--- src/rtl/shift_add_mul_if.sv ---
// Request/result bundle for the shift-and-add multiplier.
// master drives start/a/b; slave (the multiplier) returns status and product.
interface shift_add_mul_if #(
  parameter int W = 4
);
  logic           start;
  logic [W-1:0]   a;
  logic [W-1:0]   b;
  logic           ready;
  logic           busy;
  logic           done;
  logic [2*W-1:0] p;

  modport master (output start, a, b, input ready, busy, done, p);
  modport slave  (input start, a, b, output ready, busy, done, p);
endinterface

--- src/rtl/shift_add_mul.sv ---
// Sequential unsigned shift-and-add multiplier, one W-bit ripple add per clock.
// Optional macro MUL_ZERO_SKIP_EN: zero operands bypass CALC and complete immediately.
module shift_add_mul #(
  parameter int W = 4
) (
  input logic             clk,
  input logic             rst,
  shift_add_mul_if.slave  bus
);
  localparam int CW = $clog2(W + 1);
  localparam logic [CW-1:0] LAST = CW'(W - 1);

  localparam logic [1:0] IDLE = 2'd0;
  localparam logic [1:0] CALC = 2'd1;
  localparam logic [1:0] DONE = 2'd2;

  logic [1:0]     r_state;
  logic [W-1:0]   r_a;
  logic [W-1:0]   r_q;
  logic [W-1:0]   r_h;
  logic [CW-1:0]  r_cnt;
  logic [2*W-1:0] r_p;

  logic [W-1:0]   w_addend;
  logic [W-1:0]   w_s;
  logic [W:0]     w_c;
  logic [2*W-1:0] w_next;

  // Operand mux: addend is A when the current multiplier bit is set.
  assign w_addend = r_q[0] ? r_a : '0;

  assign w_c[0] = 1'b0;
  for (genvar i = 0; i < W; i++) begin : g_fa
    assign w_s[i]   = r_h[i] ^ w_addend[i] ^ w_c[i];
    assign w_c[i+1] = (r_h[i] & w_addend[i]) | (w_c[i] & (r_h[i] ^ w_addend[i]));
  end

  // Carry-out is shifted straight into H, so no separate carry register is kept.
  assign w_next = {w_c[W], w_s, r_q[W-1:1]};

  always_ff @(posedge clk) begin
    if (rst) begin
      r_state <= IDLE;
      r_a     <= '0;
      r_q     <= '0;
      r_h     <= '0;
      r_cnt   <= '0;
      r_p     <= '0;
    end else begin
      case (r_state)
        IDLE: begin
          if (bus.start) begin
            r_a   <= bus.a;
            r_q   <= bus.b;
            r_h   <= '0;
            r_cnt <= '0;
`ifdef MUL_ZERO_SKIP_EN
            if (bus.a == '0 || bus.b == '0) begin
              r_p     <= '0;
              r_state <= DONE;
            end else begin
              r_state <= CALC;
            end
`else
            r_state <= CALC;
`endif
          end
        end
        CALC: begin
          r_h   <= w_next[2*W-1:W];
          r_q   <= w_next[W-1:0];
          r_cnt <= r_cnt + 1'b1;
          if (r_cnt == LAST) begin
            r_p     <= w_next;
            r_state <= DONE;
          end
        end
        DONE:    r_state <= IDLE;
        default: r_state <= IDLE;
      endcase
    end
  end

  assign bus.ready = (r_state == IDLE);
  assign bus.busy  = (r_state == CALC);
  assign bus.done  = (r_state == DONE);
  assign bus.p     = r_p;
endmodule

--- src/flat_wrapper.sv ---
// flat-port wrapper written by rule: the top's interface ports become plain ports
module shift_add_mul_flat 
#(
  parameter int W = 4
)
  (clk, rst, bus_start, bus_a, bus_b, bus_ready, bus_busy, bus_done, bus_p);
  shift_add_mul_if #(.W(W)) bus_i ();
  input logic clk;
  input logic rst;
  input wire logic [$bits(bus_i.start)-1:0] bus_start;
  input wire logic [$bits(bus_i.a)-1:0] bus_a;
  input wire logic [$bits(bus_i.b)-1:0] bus_b;
  output wire logic [$bits(bus_i.ready)-1:0] bus_ready;
  output wire logic [$bits(bus_i.busy)-1:0] bus_busy;
  output wire logic [$bits(bus_i.done)-1:0] bus_done;
  output wire logic [$bits(bus_i.p)-1:0] bus_p;
  assign bus_i.start = bus_start;
  assign bus_i.a = bus_a;
  assign bus_i.b = bus_b;
  assign bus_ready = bus_i.ready;
  assign bus_busy = bus_i.busy;
  assign bus_done = bus_i.done;
  assign bus_p = bus_i.p;
  shift_add_mul #(.W(W)) u_core (.clk(clk), .rst(rst), .bus(bus_i));
endmodule
--- config.mk ---
export PLATFORM = sky130hd
export DESIGN_NAME = shift_add_mul_flat
export DESIGN_NICKNAME = d
export VERILOG_FILES = /design/src/rtl/shift_add_mul_if.sv /design/src/rtl/shift_add_mul.sv /design/src/flat_wrapper.sv
export SDC_FILE = /design/constraint.sdc
export NUM_CORES = 1
export LEC_CHECK = 0
export ABC_AREA = 1
export BUFFER_PORTS_ARGS = -buffer_cell sky130_fd_sc_hd__buf_4
export CAP_MARGIN = 10
export CORE_ASPECT_RATIO = 1.5
export CORE_UTILIZATION = 48
export CTS_CLUSTER_DIAMETER = 150
export DETAILED_ROUTE_END_ITERATION = 10
export PLACE_DENSITY_LB_ADDON = 0.15
export SLEW_MARGIN = 0
export SYNTH_ARGS = -nofsm -noshare
export SYNTH_HDL_FRONTEND = slang
export SYNTH_SLANG_ARGS = --single-unit
--- constraint.sdc ---
create_clock -name clk -period 2.29 [get_ports clk]
set_input_delay 0.687 -clock clk [delete_from_list [all_inputs] [get_ports clk]]
set_output_delay 0.687 -clock clk [all_outputs]
set_load 0.01 [all_outputs]
==> metrics.csv <==
stage;metric;value;unit
yosys;synth_cells;154;
clock_network;cts_tree;yes;
clock_network;clockBufferDepth;2;
layout;final_nets;194;
route;avgRoutedWirePerCell;10.4;um
global_routing;grt_max_degree;19;
timing;min_period;2.15;ns
setup_path;crit_fanout;2;
timing;setup_tns;0;ns
clock_network;cts_max_level;1;
timing;maxSlewHeadroom;67.9;%
placed_design;post-dp-hpwl;1.58;mm
global_routing;grt_use_total;17.4;%
timing;worst_slew_pin_slew;0.480;ns
yosys;yosysWarningCount;0;
setup_path;crit_path_end_kind;flip-flop;
setup_path;critical_path_required;2.51;ns
min_path;min_path_type;flip-flop to flip-flop;
route;drc_errors;0;
layout;final_area;0.00138;mm2
global_routing;antenna_found_initial;0;
timing;hold_ws;0.477;ns
layout;n_antenna_cell;0;
global_routing;grt_pass1_wl;3.77;mm
clock_network;cts_root_buffer;clkbuf_4;
pwr;vdd_ir_drop_max;0.379;mV
yosys;syn-cell-area;0.00120;mm2
floorplanning;rows;21;
timing;clock_skew;0.00633;ns
global_routing;gr-total-overflow;0;
layout;fill_cells;221;
pwr;p_leak;0.688;nW
layout;regArea;500;um2
pwr;pwr_density_cell;547;mW/mm2
global_routing;grt_pass1_vias;891;
yosys;ys_ff_latch;25;
clock_network;clk_latency;0.31;ns
yosys;synth.distinct_cells;20;
setup_path;worstPathArrival;2.37;ns
timing;rsz0062_at_grt;no;
floorplanning;ios;22;
yosys;syn-mean-instance-area;7.79;um2
floorplanning;die_h;63.2;um
route;vias;985;
floorplanning;die_w;42.8;um
floorplanning;start_util;52.5;%
job;maxCapViolations;0;
yosys;syn-num-nets;171;
placed_design;gp_congestion;0.805;
timing;slew_violations;0;
floorplanning;dieArea;0.00271;mm2
timing;finalCritPeriodShare;93.8;%
clock_network;clock_sinks;25;
yosys;yosysSeqAreaShare;41.7;%
route;drtIter0Drc;36;
route;antenna_left;0;
clock_network;cts_buffers;3;
clock_network;ctsResizeCount;0;
clock_network;cts.clk_slew.worst_paths;0.13;ns
setup_path;criticalPathCategory;flip-flop to flip-flop;
placed_design;place_area;0.00136;mm2
clock_network;post-cts-setup-buffer-count;0;
timing;max_freq;466;MHz
layout;areaGrowthSynthToFinish;15.3;%
layout;drive_gt1_share;23.9;%
setup_path;start_kind;flip-flop;
floorplanning;coreArea;0.00229;mm2
route;wirelength;2.07;mm
route;avgViaCountPerCell;4.95;
outcome;status;completed;
placed_design;portBuffers;21;
timing;setup_violations;0;
route;drt-pass1-iter-count;4;
clock_network;hold_buffers;0;
layout;multi_input_area;586;um2
pwr;finalPower;757;uW
timing;hold_violations;0;
-- synth_stat cells --
cell type | count | share of area, %
inv_1 | 17 | 5.3
buf_8 | 1 | 1.3
nand3_1 | 12 | 5.0
a21oi_1 | 1 | 0.42
inv_2 | 2 | 0.63
buf_2 | 2 | 0.83
dfxtp_1 | 25 | 42
nand2_2 | 5 | 2.6
buf_6 | 1 | 0.94
nor2_1 | 21 | 6.6
ha_1 | 3 | 3.1
o21ai_0 | 5 | 2.1
nand2_4 | 1 | 0.94
a21oi_2 | 5 | 3.6
inv_4 | 1 | 0.52
o21ai_4 | 1 | 1.4
o21a_1 | 1 | 0.63
nor2_8 | 2 | 3.3
nand2_1 | 45 | 14
fa_1 | 3 | 5.0
-- through the flow --
| step | setup WS [ns] | util [%] | std cells |
|---|---|---|---|
| after global routing | 0.0359 | 60.5 | 199 |
| after floorplan | 0.165 | - | 154 |
| after global placement | 0.201 | 59.4 | 195 |
| after CTS | 0.134 | 60.5 | 199 |
| final | 0.143 | 60.5 | 199 |
| after detailed placement | 0.144 | 59.4 | 195 |
-- area by class of cell --
class | count | share of cell area, %
tap | 23 | 2.08
multi-input combinational | 105 | 42.3
timing repair buffer | 22 | 11.9
sequential | 25 | 36.2
inverter | 20 | 5.61
clock buffer | 4 | 1.90
-- kinds of logic (layout without fill, tap and decap cells) --
| family | count (synthesis) | in the layout | synth area share (%) |
|---|---|---|---|
| AND/OR/NAND/NOR | 86 | 86 | 32.5 |
| buffers and inverters | 24 | 46 | 9.49 |
| adder cells (fa/ha/maj) | 6 | 6 | 8.13 |
| AO/OA/AOI/OAI | 13 | 13 | 8.13 |
| flip-flops | 25 | 25 | 41.7 |
-- state kept, by name, summed over array words and instances (netlist names) --
register and cells:
u_core.r_cnt 3, u_core.r_h 4, u_core.r_q 4, u_core.r_state 2, u_core.bus.p 8, u_core.r_a 4
-- placed cells by master (no fill, tap or decap), drive strengths merged --
master / count
nor2: 23
dfxtp: 25
nand2: 51
a21oi: 6
fa: 3
inv: 20
nand3: 12
ha: 3
o21ai: 6
buf: 22
clkbuf: 4
o21a: 1
-- worst max-delay path, stage by stage (launching register included) --
cell and delay (ns):
dfxtp_1 0.35, nand2_1 0.05, inv_1 0.05, ha_1 0.12, inv_1 0.04, fa_1 0.37
fa_1 0.40, fa_1 0.49, inv_1 0.05, nand2_1 0.08, a21oi_2 0.05
-- routing by layer --
| layer | vias to the layer above | part of all wire (%) | global-route usage [%] |
|---|---|---|---|
| met5 | - | 0 | 0 |
| met4 | 0 | 1.8 | 5.86 |
| met3 | 5 | 3.3 | 1.72 |
| met2 | 22 | 51 | 30.7 |
| met1 | 443 | 44 | 21.5 |
| li1 | 515 | - | - |
-- power by group --
group	internal [mW]	leakage [nW]	total [mW]	switching [mW]
Combinational	0.0420	0.470	0.101	0.0591
Clock	0.0681	0.0150	0.190	0.121
Sequential	0.452	0.204	0.467	0.0143
Total	0.562	0.688	0.757	0.195
-- final timing paths --
check             slack, ns  cells past startpoint                        from                      endpoint
setup / recovery       0.14                     10  u_core.r_a[0]$_SDFFE_PP0P_    u_core.r_h[2]$_SDFFE_PP0P_
hold / removal         0.48                      2  u_core.r_q[3]$_SDFFE_PP0P_  u_core.bus.p[2]$_SDFFE_PP0P_
setup reg to reg       0.14                     10  u_core.r_a[0]$_SDFFE_PP0P_    u_core.r_h[2]$_SDFFE_PP0P_
hold reg to reg        0.48                      2  u_core.r_q[3]$_SDFFE_PP0P_  u_core.bus.p[2]$_SDFFE_PP0P_
Power figures use the tool's default switching activity.
